**config.mk**
```make
export PLATFORM = sky130hd
export DESIGN_NAME = fifo_mc
export DESIGN_NICKNAME = d
export VERILOG_FILES = /design/src/rtl/fifo_mc.sv
export SDC_FILE = /design/constraint.sdc
export NUM_CORES = 2
export LEC_CHECK = 0
export ABC_AREA = 0
export CAP_MARGIN = 15
export CORE_MARGIN = 2
export CORE_UTILIZATION = 30
export DETAILED_ROUTE_END_ITERATION = 7
export PLACE_DENSITY_LB_ADDON = 0.15
export SYNTH_ARGS = -nofsm -noshare
export SYNTH_HDL_FRONTEND = slang
export SYNTH_SLANG_ARGS = --single-unit
```
**constraint.sdc**
```tcl
create_clock -name clk -period 5.95 [get_ports clk]
set_input_delay 0.595 -clock clk [delete_from_list [all_inputs] [get_ports clk]]
set_output_delay 0.595 -clock clk [all_outputs]
set_load 0.05 [all_outputs]
```
**src/rtl/fifo_mc.sv**
```systemverilog
// fifo_mc: CHANNELS logical FIFOs sharing one RAM. Writes are steered by a channel tag and the
// output drains eligible channels round-robin, tagging each word with its channel index.
module fifo_mc #(
    parameter int CHANNELS  = 4,
    parameter int DEPTH     = 16,
    parameter int DIN       = 16,
    parameter int THRESHOLD = 0,
    parameter int REGOUT    = 0
) (
    input  logic                                 clk,
    input  logic                                 rst,
    input  logic                                 i_din_valid,
    output logic                                 o_din_ready,
    input  logic [$clog2(CHANNELS)+DIN-1:0]      i_din_data,
    output logic                                 o_dout_valid,
    input  logic                                 i_dout_ready,
    output logic [$clog2(CHANNELS)+DIN-1:0]      o_dout_data,
    output logic [CHANNELS-1:0]                  o_full,
    output logic [CHANNELS-1:0]                  o_empty
);
    localparam int CHW = $clog2(CHANNELS);
    localparam int AW  = $clog2(DEPTH);
    localparam int DW  = CHW + DIN;
    localparam logic [AW+1:0] MIN_OCC = (AW+2)'((THRESHOLD > 1) ? THRESHOLD : 1);

    logic [DIN-1:0]      r_mem    [CHANNELS*DEPTH];
    logic [AW:0]         r_wrptr  [CHANNELS];
    logic [AW:0]         r_rdptr  [CHANNELS];
    logic [AW:0]         w_occ    [CHANNELS];
    logic [CHANNELS-1:0] w_elig;
    logic [CHW-1:0]      r_rr;
    logic [CHW-1:0]      w_wr_ch;
    logic [CHW-1:0]      w_arb;
    logic [CHW-1:0]      w_idx;
    logic [CHW-1:0]      w_sel;
    logic                w_wr_ok;
    logic                w_wr_en;
    logic                w_any;
    logic                w_pop;
    logic [DIN-1:0]      w_rd_word;

    assign w_wr_ch     = i_din_data[DW-1:DIN];
    assign w_wr_ok     = ({1'b0, w_wr_ch} < (CHW+1)'(CHANNELS));
    // Out-of-range channels are swallowed: always ready, never written.
    assign o_din_ready = w_wr_ok ? ~o_full[w_wr_ch] : 1'b1;
    assign w_wr_en     = i_din_valid & o_din_ready & w_wr_ok;
    assign w_rd_word   = r_mem[{w_sel, r_rdptr[w_sel][AW-1:0]}];

    for (genvar g = 0; g < CHANNELS; g++) begin : g_ch
        assign w_occ[g]   = r_wrptr[g] - r_rdptr[g];
        assign o_empty[g] = (r_wrptr[g] == r_rdptr[g]);
        assign o_full[g]  = (r_wrptr[g][AW-1:0] == r_rdptr[g][AW-1:0]) &&
                            (r_wrptr[g][AW] != r_rdptr[g][AW]);
        assign w_elig[g]  = ~o_empty[g] && ({1'b0, w_occ[g]} >= MIN_OCC);
    end

    // Round-robin search from r_rr; scanning downward leaves the nearest eligible channel last.
    always_comb begin
        w_any = 1'b0;
        w_arb = {CHW{1'b0}};
        w_idx = {CHW{1'b0}};
        for (int k = CHANNELS - 1; k >= 0; k--) begin
            w_idx = CHW'((int'(r_rr) + k) % CHANNELS);
            w_any = w_any | w_elig[w_idx];
            w_arb = w_elig[w_idx] ? w_idx : w_arb;
        end
    end

    // Shared RAM write port; contents are deliberately left unreset.
    always_ff @(posedge clk) begin
        if (w_wr_en && !rst) begin
            r_mem[{w_wr_ch, r_wrptr[w_wr_ch][AW-1:0]}] <= i_din_data[DIN-1:0];
        end
    end

    // Per-channel pointers and round-robin pointer.
    always_ff @(posedge clk) begin
        if (rst) begin
            r_rr <= {CHW{1'b0}};
            for (int i = 0; i < CHANNELS; i++) begin
                r_wrptr[i] <= {(AW+1){1'b0}};
                r_rdptr[i] <= {(AW+1){1'b0}};
            end
        end else begin
            for (int i = 0; i < CHANNELS; i++) begin
                if (w_wr_en && (w_wr_ch == CHW'(i))) begin
                    r_wrptr[i] <= r_wrptr[i] + (AW+1)'(1);
                end
                if (w_pop && (w_sel == CHW'(i))) begin
                    r_rdptr[i] <= r_rdptr[i] + (AW+1)'(1);
                end
            end
            if (w_pop) begin
                r_rr <= (w_sel == CHW'(CHANNELS - 1)) ? {CHW{1'b0}} : w_sel + CHW'(1);
            end
        end
    end

    if (REGOUT == 0) begin : g_direct
        logic           r_lock;
        logic [CHW-1:0] r_lock_ch;

        assign w_sel        = r_lock ? r_lock_ch : w_arb;
        assign o_dout_valid = r_lock | w_any;
        assign o_dout_data  = {w_sel, w_rd_word};
        assign w_pop        = o_dout_valid & i_dout_ready;

        // A stalled offer freezes the selected channel until it is accepted.
        always_ff @(posedge clk) begin
            if (rst) begin
                r_lock    <= 1'b0;
                r_lock_ch <= {CHW{1'b0}};
            end else if (o_dout_valid && !i_dout_ready) begin
                r_lock    <= 1'b1;
                r_lock_ch <= w_sel;
            end else begin
                r_lock    <= 1'b0;
                r_lock_ch <= r_lock_ch;
            end
        end
    end else begin : g_reg
        logic          r_valid;
        logic [DW-1:0] r_data;

        assign w_sel        = w_arb;
        assign w_pop        = w_any & (~r_valid | i_dout_ready);
        assign o_dout_valid = r_valid;
        assign o_dout_data  = r_data;

        // Output register refills whenever it is empty or being consumed.
        always_ff @(posedge clk) begin
            if (rst) begin
                r_valid <= 1'b0;
                r_data  <= {DW{1'b0}};
            end else if (w_pop) begin
                r_valid <= 1'b1;
                r_data  <= {w_sel, w_rd_word};
            end else if (!r_valid || i_dout_ready) begin
                r_valid <= 1'b0;
                r_data  <= r_data;
            end else begin
                r_valid <= r_valid;
                r_data  <= r_data;
            end
        end
    end
endmodule

```
### Word-level counts from Yosys, hierarchy flattened

Memory sizes are Yosys's and may differ from the RTL's.
Cells that the tools add are included.

| word-level totals | value |
|---|---|
| register bits after elaboration | 5 |
| bits in writable memories | 1064 |
| input port bits | 22 |
| output and inout port bits | 28 |
| logic and storage cells | 143 |
| memories | 3 |

Memory list:

| name | depth | bits a word | read ports | clocked after Yosys merged registers in | wr ports | line | text |
|---|---|---|---|---|---|---|---|
| r_mem | 64 | 16 | 1 | 0 | 1 | 26 | `logic [DIN-1:0] r_mem [CHANNELS*DEPTH];` |
| r_rdptr | 4 | 5 | 5 | 0 | 4 | 28 | `logic [AW:0] r_rdptr [CHANNELS];` |
| r_wrptr | 4 | 5 | 5 | 0 | 4 | 27 | `logic [AW:0] r_wrptr [CHANNELS];` |

| cells by class | value |
|---|---|
| add/subtract/negate cells | 16 |
| $lt $le $gt $ge | 9 |
| equality and inequality tests | 18 |
| muxes and demuxes | 53 |
| bitwise logic cells | 19 |
| reductions and logical operators | 22 |

Operators by type and width:

| kind | count |
|---|---|
| adder 5 x 1 -> 5 bit, second input constant | 8 |
| two-way mux 5 bit | 8 |
| two-way mux 1 bit | 34 |
| equality test 5 bit | 4 |
| >= comparator 5 x 1 -> 1 bit, second input constant | 4 |
| subtractor 5 bit | 4 |
| logical AND 1 bit | 18 |
| equality test 4 bit | 4 |
| less-than comparator 2 x 3 -> 1 bit, second input constant | 5 |
| two-way mux 2 bit | 6 |
| OR 1 bit | 12 |
| binary-select mux 1 bit (select 2 bit) | 5 |
| equality test 2 bit, second input constant | 4 |
| NOT 1 bit | 5 |
| adder 2 x 1 -> 2 bit, second input constant | 2 |
| adder 2 bit, second input constant | 2 |
| equality test 2 x 1 -> 1 bit, second input constant | 2 |
| logical NOT 2 bit | 2 |
| != test 1 bit | 4 |
| AND 1 bit | 2 |
| logical NOT 1 bit | 2 |

### Depth between registers and ports, before layout

An unclocked memory read counts as a cell.

| depth | value |
|---|---|
| depth in word-level cells | 17 |
| gate-level depth with buffers | 20 |
| mapped depth without buffers | 17 |

### Worst setup path before layout

OpenSTA, ideal clock, no wires.

| timing | value |
|---|---|
| kind | register to output |
| start point | mem r_rdptr[0][2] (netlist name) |
| end point | out o_dout_data[14] |
| data arrival time | 4.232 ns |
| required time | 5.355 ns |
| slack | 1.123 ns |
| cell stages (with the launch flop) | 18 |
| buffers on the path | 4 |
| path through | edfxtp_1 > clkbuf_1 > inv_1 > ha_1 > nand4_1 > nor2_1 > a211oi_1 > a211o_1 > o21a_1 > buf_4 > buf_6 > inv_1 > nand2_1 > clkbuf_1 > a31oi_1 > nand4_1 > nand4_1 > mux2_2 |

RTL lines:

| item | line | text |
|---|---|---|
| start, declared | 28 |  |
| end, declared | 17 | `output logic [$clog2(CHANNELS)+DIN-1:0] o_dout_data,` |

==> impl_metrics.csv <==
group,metric,value,unit
yosys,synth_top_area_share,71.1,%
critical_path,cp_max_fo,23,
layout,final_util,37.4,%
clock_network,cts_htree_levels,3,
route,postRouteAntennaNets,0,
clock_network,clkSinkCount,1069,
critical_path,criticalPathCategory,"reg2out",
critical_path,slowest_delay,0.42,ns
placed_design,io_buffers,49,
power,ir_worst_vdd,0.802,mV
min_path,min_path_type,"reg2reg",
power,power_switching,12.2,mW
clock_network,cts_tree,"done",
layout,final_common_cell,"edfxtp_1",
route,vias,32098,
sta,setup_ws,-0.0924,ns
critical_path,r2r-end,"r_mem[50][6]",
placed_design,dpl.hpwl,90.0,mm
yosys,synth-seq-cells,1069,
power,power_frac_seq,27.9,%
clock_network,worstSkewPairLatency,0.77,ns
run_status,status,"finished, violations left",
power,p_leak,18.0,nW
critical_path,path_cells,"inv_1, ha_2, inv_2, fa_2, a21o_1, a21oi_2, xnor2_2, a21o_1, o32a_1, a2bb2oi_4, nand3_4, buf_12, buf_12, buf_4, nand3_1, nand3_1, nand4_1, nand4_1, buf_6, mux2_4, buf_12",
layout,n_antenna_cell,0,
sta,rsz0062_at_grt,"true",
critical_path,endpoint_kind,"primary output",
placed_design,post-place-ws,0.158,ns
yosys,synthTopCellsByArea,"edfxtp_1 (71%), nand3_1 (10%), o21ai_0 (4.2%), nand4_1 (2.3%), a31oi_1 (1.8%)",
die,core,0.149,mm2
yosys,syn_nets,3539,
sta,clock.fmax,165,MHz
yosys,syn_avg_cell_area,12.9,um2
clock_network,root_buffer,"clkbuf_16",
sta,fin_crit_sh,102,%
critical_path,crit_top_cell,"buf_12",
power,p_int,17.9,mW
die,rows,142,
die,floorplan.initialDensity,30.1,%
global_route,antenna_found_initial,8,
route,viasPerCell,5.56,
route,first_pass_iters,5,
sta,report.final.slew_viol_count,0,
die,dieHeight,391,um
global_route,grt_max_degree,65,
yosys,synth_warnings,0,
clock_network,numCtsBuffers,119,
critical_path,required,5.36,ns
power,finalPower,30.1,mW
critical_path,ff2ff_setup_slack,1.78,ns
yosys,synth-edff-count,1064,
yosys,synth.yosys.seq_area_share,71.3,%
yosys,ys.flop_type,"edfxtp_1",
global_route,grt_pass1_vias,30976,
die,die_x,391,um
critical_path,startpoint_type,"flop",
sta,slew_headroom,30.1,%
yosys,postSynthCellCount,3485,
clock_network,clk_pin_slew,0.06,ns
placed_design,place_area,0.0496,mm2
yosys,synth.largest_area_cell,"edfxtp_1",
run_status,violations,"negative setup slack",
sta,final.min_clock_period,6.04,ns
power,switching_share,40.5,%
layout,fin_area,0.0559,mm2
critical_path,r2r_start,"r_rdptr[0][2]",
route,post_drt_wl_per_cell,28.6,um
critical_path,cp.buffers_inverters,7,
sta,max_slew.worst_pin.slew,1.05,ns
global_route,grt_first_pass_wirelength,234,mm
route,drt_wl_total,165,mm
critical_path,crit_end,"o_dout_data[6]",
global_route,grt_usage,21.1,%
critical_path,cp_slowest_cell,"o32a_1",
yosys,synth_cell_types,53,
sta,finalSetupViolations,9,
critical_path,cp_num_cells,21,
yosys,syn_area,0.0449,mm2
power,p_per_area,539,mW/mm2
layout,syn2layout_area_growth,24.3,%
power,comb_power_share,49.0,%
layout,fin_nets,3791,
yosys,async_flop_share,0,%
critical_path,startpoint,"r_wrptr[0][0]",
critical_path,crit_family,"compound AO/OA/AOI/OAI gates",
layout,layout_common_cells,"edfxtp_1 (1064), nand3_1 (909), o21ai_0 (339), buf_4 (248), nand4_1 (164)",
layout,drive_gt1_share,19.2,%
clock_network,clock_path_buffers,3,
sta,hold_viol_final,0,
critical_path,worst_ep_arrival_time,5.45,ns
route,drt_first_iter_violations,3580,
die,die_area,0.153,mm2
placed_design,gp_congestion,0.802,
power,clock_power_share,23.1,%
sta,fin_skew,0.0641,ns
job,maxCapViolations,0,
route,drc,0,
global_route,grt-ovfl-total,0,
die,io_pins,50,
clock_network,cts_hold_buffers,0,
critical_path,reg2reg_depth,11,
-- power groups by stage --
stage	logic (mW)	clock network, mW	registers (mW)
after floorplan	6.45	0	8.54
after global placement	12.4	0	8.57
after detailed placement	12.4	0	8.57
after CTS	14.5	7.09	8.40
after global routing	15.6	7.36	8.40
final	14.8	6.97	8.40
-- synth_stat cells (3+ instances only) --
| library cell | instances |
|---|---|
| xnor2_1 | 21 |
| clkbuf_2 | 14 |
| nor2b_1 | 9 |
| a31o_2 | 5 |
| nand3_1 | 914 |
| buf_6 | 6 |
| inv_1 | 27 |
| fa_1 | 4 |
| ha_1 | 28 |
| mux2_2 | 18 |
| o21ai_0 | 379 |
| buf_2 | 77 |
| edfxtp_1 | 1064 |
| buf_1 | 7 |
| nor3_1 | 3 |
| mux2i_1 | 17 |
| buf_4 | 3 |
| a21o_1 | 10 |
| dfxtp_1 | 5 |
| xor2_1 | 17 |
| nand3b_1 | 5 |
| a21oi_1 | 10 |
| a211oi_1 | 3 |
| mux4_2 | 3 |
| clkbuf_1 | 204 |
| nand2b_1 | 5 |
| nor3b_1 | 4 |
| nand4_1 | 164 |
| nand2_1 | 35 |
| o21ai_1 | 135 |
| and3_1 | 9 |
| and2_1 | 3 |
| nor2_1 | 123 |
| a31oi_1 | 130 |
-- worst min path at each step --
stage,to,depth (start not counted),from
final,g_direct.r_lock_ch[1],2,g_direct.r_lock_ch[1]
after global routing,g_direct.r_lock,2,i_dout_ready
after CTS,g_direct.r_lock,2,i_dout_ready
after detailed placement,g_direct.r_lock_ch[1],2,g_direct.r_lock_ch[1]
after global placement,g_direct.r_lock_ch[1],2,g_direct.r_lock_ch[1]
after floorplan,g_direct.r_lock_ch[1],2,g_direct.r_lock_ch[1]
-- area by class of cell --
type	instances	area, um2
Sequential cell	1069	32100
Clock buffer	147	3080
Clock inverter	71	522
Inverter	28	108
Timing Repair Buffer	442	5640
Tap cell	1944	2430
Multi-Input combinational cell	2077	12000
Fill cell	14357	93400
-- worst min-delay path: stages, from the launching register on --
cell and delay, ns:
dfxtp_1 0.31, o21ai_0 0.07, a21oi_1 0.07
-- metal layers --
layer	track usage, %	up-vias	wire length, um
met4	4.47	2	3330
met2	31.9	1177	73500
met5	0	-	13
li1	-	14098	-
met1	31.9	16651	77900
met3	3.16	170	10600
-- kinds of logic (layout without fill, tap and decap cells) --
logic type	count (synthesis)	count (layout)	share of synthesized area [%]
AND/OR/NAND/NOR	1280	1280	14.4
XOR/XNOR	39	39	0.777
buffers and inverters	339	688	3.21
adder cells (fa/ha/maj)	32	32	0.958
multiplexers	38	38	0.980
flip-flops	1069	1069	71.3
AO/OA/AOI/OAI	688	688	8.32
-- metrics by stage --
| stage | hold WS (ns) | cells | TNS (ns) |
|---|---|---|---|
| floorplan | 0.449 | 3485 | 0 |
| global placement | 0.459 | 5434 | 0 |
| detailed placement | 0.477 | 5434 | 0 |
| CTS | 0.463 | 5746 | -0.812 |
| global route | 0.526 | 5778 | -3.26 |
| finish | 0.485 | 5778 | -0.228 |
-- state kept, by name, summed over array words and instances (netlist names) --
signal,flops
r_wrptr,20
g_direct.r_lock_ch,2
r_mem,1024
r_rdptr,20
r_rr,2
g_direct.r_lock,1
-- timing repair --
action                     4_1_cts  5_1_grt
pin swaps                       83       56
gates resized for setup        167       41
setup endpoints to repair       16       16
cloned                          25       10
setup buffers                   70       22
(Power assumes the default switching activity.)
